## src/rtl/commit_arbiter.sv

```systemverilog
// Core-wide configuration constants and the commit arbiter.
// The arbiter collects finished ALU results, grants one source per cycle in
// round-robin order, stages the grant for one cycle, then writes the register
// file (or raises an exception) and returns a one-hot clear to the source.

package core_config_pkg;
    localparam int unsigned XLEN       = 32;
    localparam int unsigned REG_ADDR_W = 5;
endpackage

module commit_arbiter #(
    parameter int unsigned N_ALU      = 4,
    parameter int unsigned XLEN       = core_config_pkg::XLEN,
    parameter int unsigned REG_ADDR_W = core_config_pkg::REG_ADDR_W
) (
    input  logic                          clk,
    input  logic                          rst,
    input  logic [N_ALU-1:0]              alu_req,
    input  logic [N_ALU-1:0]              alu_valid,
    input  logic [N_ALU*XLEN-1:0]         alu_res,
    input  logic [N_ALU*REG_ADDR_W-1:0]   alu_rd,
    input  logic [N_ALU-1:0]              alu_error,
    output logic [N_ALU-1:0]              alu_clear,
    input  logic                          flush,
    output logic                          rf_we,
    output logic [REG_ADDR_W-1:0]         rf_waddr,
    output logic [XLEN-1:0]               rf_wdata,
    output logic                          exc_valid,
    output logic [$clog2(N_ALU)-1:0]      exc_src,
    output logic [REG_ADDR_W-1:0]         exc_rd,
    output logic [31:0]                   commit_count
);

    localparam int unsigned IDX_W = $clog2(N_ALU);
    localparam int unsigned CNT_W = 32;

    // Stage register: the single commit in flight between grant and write-back.
    logic                   stage_v_q;
    logic [IDX_W-1:0]       stage_src_q;
    logic [XLEN-1:0]        stage_res_q;
    logic [REG_ADDR_W-1:0]  stage_rd_q;
    logic                   stage_err_q;

    // Round-robin pointer and retired-commit counter.
    logic [IDX_W-1:0]       ptr_q;
    logic [IDX_W-1:0]       ptr_d;
    logic [CNT_W-1:0]       count_q;
    logic [CNT_W-1:0]       count_d;

    // Arbitration signals.
    logic [N_ALU-1:0]       staged_mask;
    logic [N_ALU-1:0]       eligible;
    logic                   grant_v;
    logic [IDX_W-1:0]       grant_idx;
    logic [IDX_W-1:0]       cand;
    logic [XLEN-1:0]        grant_res;
    logic [REG_ADDR_W-1:0]  grant_rd;
    logic                   grant_err;
    logic                   commit_fire;

    // One-hot mask of the source sitting in the stage register.
    always_comb begin
        staged_mask = '0;
        if (stage_v_q) begin
            staged_mask[stage_src_q] = 1'b1;
        end
    end

    // A source competes only with a valid result and when it is not already staged.
    always_comb begin
        eligible = alu_req & alu_valid & ~staged_mask;
    end

    // Round-robin search starting at ptr; a flush suppresses any grant this cycle.
    always_comb begin
        grant_v   = 1'b0;
        grant_idx = '0;
        cand      = '0;
        for (int unsigned k = 0; k < N_ALU; k++) begin
            cand = IDX_W'((32'(ptr_q) + k) % N_ALU);
            if (!grant_v && eligible[cand]) begin
                grant_v   = 1'b1;
                grant_idx = cand;
            end
        end
        if (flush) begin
            grant_v = 1'b0;
        end
    end

    // Select the winning source's payload out of the packed buses.
    always_comb begin
        grant_res = alu_res[32'(grant_idx)*XLEN +: XLEN];
        grant_rd  = alu_rd[32'(grant_idx)*REG_ADDR_W +: REG_ADDR_W];
        grant_err = alu_error[grant_idx];
    end

    // Next pointer skips past the winner; next count advances on a non-flushed retire.
    always_comb begin
        commit_fire = stage_v_q & ~flush;
        ptr_d       = ptr_q;
        if (grant_v) begin
            ptr_d = IDX_W'((32'(grant_idx) + 32'd1) % N_ALU);
        end
        count_d = count_q;
        if (commit_fire) begin
            count_d = count_q + CNT_W'(1);
        end
    end

    // Stage register capture; a pending commit is dropped on reset without a clear.
    always_ff @(posedge clk or posedge rst) begin
        if (rst) begin
            stage_v_q   <= 1'b0;
            stage_src_q <= '0;
            stage_res_q <= '0;
            stage_rd_q  <= '0;
            stage_err_q <= 1'b0;
        end else begin
            stage_v_q <= grant_v;
            if (grant_v) begin
                stage_src_q <= grant_idx;
                stage_res_q <= grant_res;
                stage_rd_q  <= grant_rd;
                stage_err_q <= grant_err;
            end
        end
    end

    // Arbitration pointer and commit counter (counter wraps naturally).
    always_ff @(posedge clk or posedge rst) begin
        if (rst) begin
            ptr_q   <= '0;
            count_q <= '0;
        end else begin
            ptr_q   <= ptr_d;
            count_q <= count_d;
        end
    end

    // Write-back and exception outputs decoded from the stage register.
    always_comb begin
        alu_clear = staged_mask;
        rf_we     = 1'b0;
        rf_waddr  = '0;
        rf_wdata  = '0;
        exc_valid = 1'b0;
        exc_src   = '0;
        exc_rd    = '0;
        if (stage_v_q) begin
            rf_we     = !stage_err_q && (stage_rd_q != '0) && !flush;
            rf_waddr  = stage_rd_q;
            rf_wdata  = stage_res_q;
            exc_valid = stage_err_q && !flush;
            exc_src   = stage_src_q;
            exc_rd    = stage_rd_q;
        end
        commit_count = count_q;
    end

endmodule
```

## config.mk

```make
export PLATFORM = sky130hd
export DESIGN_NAME = commit_arbiter
export DESIGN_NICKNAME = d
export VERILOG_FILES = /design/src/rtl/commit_arbiter.sv
export SDC_FILE = /design/constraint.sdc
export NUM_CORES = 1
export LEC_CHECK = 0
export ABC_AREA = 1
export ABC_CLOCK_PERIOD_IN_PS = 5300
export CAP_MARGIN = 15
export CORE_AREA = 2 2 91 136
export CTS_CLUSTER_DIAMETER = 100
export DETAILED_ROUTE_END_ITERATION = 8
export DIE_AREA = 0 0 93 138
export MAX_ROUTING_LAYER = met4
export PLACE_DENSITY = 0.95
export SYNTH_ARGS = -nofsm -noshare
export SYNTH_HDL_FRONTEND = slang
export SYNTH_SLANG_ARGS = --single-unit
```

## constraint.sdc

```tcl
create_clock -name clk -period 5.3 [get_ports clk]
set_clock_uncertainty 0.05 [all_clocks]
set_input_delay 0.795 -clock clk [delete_from_list [all_inputs] [get_ports clk]]
set_output_delay 0.795 -clock clk [all_outputs]
set_load 0.05 [all_outputs]
```

# --- After elaboration in Yosys (flattened, before gate mapping) ---
# Cells that the tools add are included.
totals:
  in_bits: 163
  output_inout_bits: 82
  word_cells: 67
  reg_bits: 75
op_classes:
  multipliers: 1
  bitwise: 5
  add_sub_neg: 5
  shifts: 2
  reduce_logical: 13
  muxes: 27
  n_lt_le_gt_ge: 7
ops:
  columns: ["cell", "count"]
  rows:
  - ["variable part select 128 x 8 -> 32 bit", 1]
  - ["adder 32 x 1 -> 32 bit, second input constant", 1]
  - ["2-to-1 mux 32 bit", 1]
  - ["variable part select 20 x 6 -> 5 bit", 1]
  - ["< comparator 2 x 3 -> 1 bit, second input constant", 6]
  - ["2-to-1 mux 1 bit", 13]
  - ["binary-select mux 1 bit (select 2 bit)", 5]
  - ["2-to-1 mux 2 bit", 5]
  - ["AND 4 bit", 2]
  - ["logical AND 1 bit", 7]
  - ["zero test 1 bit", 5]
  - ["multiplier 2 x 3 -> 5 bit, second input constant", 1]
  - ["2-to-1 mux 5 bit", 1]
  - ["nonzero test 5 bit", 1]
  - ["adder 2 x 1 -> 2 bit, second input constant", 2]
  - ["adder 2 bit, second input constant", 2]
  - ["2-to-1 mux 4 bit", 1]
  - ["NOT 4 bit", 1]
  - ["demux 1 bit (select 2 bit)", 1]
  - [">= comparator 2 x 1 -> 1 bit, second input constant", 1]
  - ["AND 1 bit", 1]
  - ["NOT 1 bit", 1]

# --- Logic depth before layout (Yosys ltp) ---
depth:
  word_depth: 21
  depth_mapped: 17
  ltp_nobuf: 15

# --- Worst setup path before layout ---
# Ideal clock, no wire load.
synth_path:
  path_type: "input to output"
  startpoint: "input port flush"
  endpoint: "output port exc_valid"
  cell_stages: 3
  arrival_ns: 1.680
  path_buffers: 0
  setup_slack_ns: 2.775
  t_required_ns: 4.455
  cell_sequence: "nor2_4 > inv_2 > nor2_1"
synth_via:
  elab_chain_cells: 3
synth_rtl:
  columns: ["element", "line", "rtl"]
  rows:
  - ["start, declared", "24", "input logic flush,"]
  - ["zero test 1 bit", "154", "exc_valid = stage_err_q && !flush;"]
  - ["logical AND 1 bit", "154", null]
  - ["2-to-1 mux 1 bit", "150", "if (stage_v_q) begin"]
  - ["end, declared", "28", "output logic exc_valid,"]
# Every way passes these cells.

# --- Worst setup path in the final report ---
layout_path:
  startpoint: "input port alu_valid[3]"
  endpoint: "register ptr_q[1]"
layout_via:
  elab_chain_cells: 15
  word_cells_on_any_way: 26
  cone_classes: "1 x add/sub; 17 x mux; 2 x bitwise; 6 x reduce/logical"
layout_rtl:
  columns: ["element", "line", "rtl"]
  rows:
  - ["start, declared", "19", "input logic [N_ALU-1:0] alu_valid,"]
  - ["AND 4 bit (*) (2 in a row)", "71", "eligible = alu_req & alu_valid & ~staged_mask;"]
  - ["binary-select mux 1 bit (select 2 bit)", "81", "if (!grant_v && eligible[cand]) begin"]
  - ["2-to-1 mux 1 bit (not written as such)", "81", null]
  - ["2-to-1 mux 1 bit", "81", null]
  - ["zero test 1 bit", "81", null]
  - ["logical AND 1 bit", "81", null]
  - ["2-to-1 mux 1 bit", "81", null]
  - ["zero test 1 bit", "81", null]
  - ["logical AND 1 bit", "81", null]
  - ["2-to-1 mux 1 bit", "81", null]
  - ["zero test 1 bit", "81", null]
  - ["logical AND 1 bit", "81", null]
  - ["2-to-1 mux 2 bit or 2-to-1 mux 1 bit (tied branches)", "81", null]
  - ["adder 2 x 1 -> 2 bit or 2-to-1 mux 1 bit (tied branches)", "103, 86", null]
  - ["end signal, assigned", "136", "ptr_q <= ptr_d;"]
  - ["end, declared", "45", "logic [IDX_W-1:0] ptr_q;"]
# Every way passes the cells marked *; elsewhere a longest branch is shown, timed or not. The select of a mux whose other input is x is not followed.
# A chain may end at the register's enable or synchronous reset.

==> impl_metrics.ini <==
[routing]
drtPass1Iterations = 5
drt-vias-per-instance = 5.14
antenna_left = 0
dr_wl_met3_um = 1050
vias = 5798
dr_wl_met2_um = 8360
routedWlPerCell_um = 14.2
routed_wl_um = 16000
drc_errors = 0
top_layer = met4
drt_iter0_markers = 268
wl_met1_um = 5960

[synthesis]
synth_area_um2 = 5120
synth_async_sr_flop_share_pct = 100
synth_cell_types = 31
ys_ff_latch = 75
syn_nets = 921
synthCells = 757
avgSynthCellArea_um2 = 6.77
synth_fa_ha_area_share_pct = 0.244
synth_edf_count = 0
synth.yosys.seq_area_share_pct = 36.6
synthMuxAreaShare_pct = 0
synthFlopType = dfrtp_1
yosysWarningCount = 0
synthSimpleGateAreaFrac_pct = 45.2
synth_compound_area_share_pct = 0.709
synth_top_family_by_area = simple AND/OR/NAND/NOR gates
synth_xor_xnor_area_share_pct = 5.30

[global_routing]
grt_use_total_pct = 25.8
grt_pass1_vias = 5586
grt_pass1_wl_um = 25800
grt_max_degree = 78
antenna_found_initial = 0
grt_overflow = 0

[cells_and_area]
n_antenna_cell = 0
syn2layout_area_growth_pct = 53.2
drive_above_1_share_pct = 4.72
fillCellCount = 1010
final_area_um2 = 7840
finalNetCount = 1133

[floorplanning]
rows = 49
ios = 245
fp.dieH_um = 138
die_area_um2 = 12800
start_util_pct = 43.5
chipWidth_um = 93
core_area_um2 = 11800

[critical_path]
arrival_ps = 3750
worstSetupStartpointType = input pin
critPathMaxFanout = 77
required_ps = 5430
crit_type = input pin to flip-flop
crit_path_end_kind = flip-flop

[cts]
post_cts_resized = 0
post_cts_buffers = 0
clk_pin_slew_ps = 60
clock_sinks = 75
clock_latency_ps = 330
cts_buffers = 9
root_buffer = clkbuf_16
clockBufferDepth = 2
postCtsHoldBufs = 0
cts_max_level = 3
cts_tree = built

[place]
dpl.hpwl_um = 12100
io_buffer_count = 244
placed_area_um2 = 7520
place.gp.congestion = 0.901

[sta]
tightestPinTransition_ps = 797
hold_violations = 0
max_freq_mhz = 277
finalSetupViolCount = 0
rsz0062_at_grt = false
max_slew_margin_pct = 46.8
drv_slew = 0
setup_tns_ps = 0
fin_crit_sh_pct = 68.2
fin_crit_ps = 3620

[pwr]
power_density_nw_per_um2 = 613
ir_worst_vdd_mv = 0.325
leakagePower_nw = 3.92

[job]
cap_violations = 0

[status]
status = complete, no violations

[worst_hold_path]
hold_class = flip-flop to flip-flop
-- synthesized netlist by cell type, types with 2 or more instances --
library cell | count | area (um2)
a21oi_1 | 2 | 10.0
buf_1 | 2 | 7.51
buf_2 | 19 | 95.1
buf_4 | 11 | 82.6
buf_6 | 6 | 67.6
clkbuf_1 | 13 | 48.8
dfrtp_1 | 75 | 1880
inv_1 | 74 | 278
inv_2 | 8 | 30.0
nand2_1 | 245 | 920
nand2_2 | 4 | 25.0
nand3_1 | 216 | 1080
nand4_1 | 13 | 81.3
nor2_1 | 14 | 52.6
nor2_2 | 2 | 12.5
nor3_1 | 7 | 35.0
nor4_1 | 2 | 12.5
o21ai_0 | 2 | 10.0
xnor2_1 | 12 | 105
xor2_1 | 19 | 166
-- final timing paths --
check	start	to	slack [ps]	cells past startpoint
max	alu_valid[3]	ptr_q[1]	1680	13
min	stage_res_q[14]	stage_res_q[14]	430	2
max reg2reg	stage_v_q	ptr_q[1]	1860	11
min reg2reg	stage_res_q[14]	stage_res_q[14]	430	2
max in group asynchronous	rst	stage_v_q	3520	3
min in group asynchronous	rst	commit_count[20]	640	2
-- flip-flops by register name, indices dropped and copies added, names as in the netlist --
name,flops
commit_count,32
stage_res_q,32
stage_rd_q,5
ptr_q,2
stage_src_q,2
stage_err_q,1
stage_v_q,1
-- routing by layer --
layer / global-route usage [%] / up-vias
met2: 44.8 / 282
met3: 3.54 / 48
met5: - / -
li1: - / 2849
met4: 11.8 / 0
met1: 28.9 / 2619
-- cells in the final DEF (no fill, tap or decap), drive strengths merged, types with 8 or more instances in the layout --
cell type      instances
nor3                   8
clkbuf                10
nor2                  17
nand4                 14
nand3                217
nand2                250
clkdlybuf4s50        244
inv                   81
xor2                  19
dfrtp                 75
buf                    8
xnor2                 12
-- critical path, cell delays in order --
cell             delay, ps
clkdlybuf4s50_1        460
nand2_1                 40
inv_1                   70
nand3_1                130
nand3_1                130
nand2_1                150
nand4_4                130
buf_4                  590
and2_2                 550
buf_4                  360
nor2_1                  70
a21oi_1                100
o21ai_0                100
-- layout make-up --
class,count,area [um2],area share (%)
Sequential cell,75,1880,23.9
Timing Repair Buffer,252,2500,31.9
Tap cell,153,191,2.44
Clock inverter,6,88.8,1.13
Inverter,82,309,3.94
Clock buffer,10,239,3.05
Multi-Input combinational cell,549,2640,33.6
-- through the flow --
step | setup WS [ps] | cells | total power [mW] | utilization [%] | hold WS (ps)
4_1_cts | 1700 | 1127 | 4.85 | 66.6 | 429
5_1_grt | 1400 | 1127 | 5.21 | 66.6 | 444
3_5_place_dp | 1350 | 1111 | 4.18 | 63.8 | 416
6_report | 1680 | 1127 | 4.81 | 66.6 | 427
2_1_floorplan | 2550 | 757 | 3.42 | - | 399
3_3_place_gp | 1450 | 1111 | 4.10 | 63.8 | 412
-- report_power, final --
group / internal (mW) / switching [mW] / leakage (nW) / total [mW]
Combinational: 1.02 / 2.20 / 2.83 / 3.22
Sequential: 0.769 / 0.161 / 0.939 / 0.930
Clock: 0.425 / 0.232 / 0.155 / 0.656
Total: 2.22 / 2.59 / 3.92 / 4.81
-- cell families (layout without fill, tap and decap cells) --
logic type                 Yosys count  after routing
adders and majority gates            1              1
and+or+nand+nor                    511            511
xor gates and xnor gates            31             31
DFF                                 75             75
buffers and inverters              133            350
AOI/OAI and AO/OA                    6              6
No activity file was read; power rests on OpenSTA's default activity.
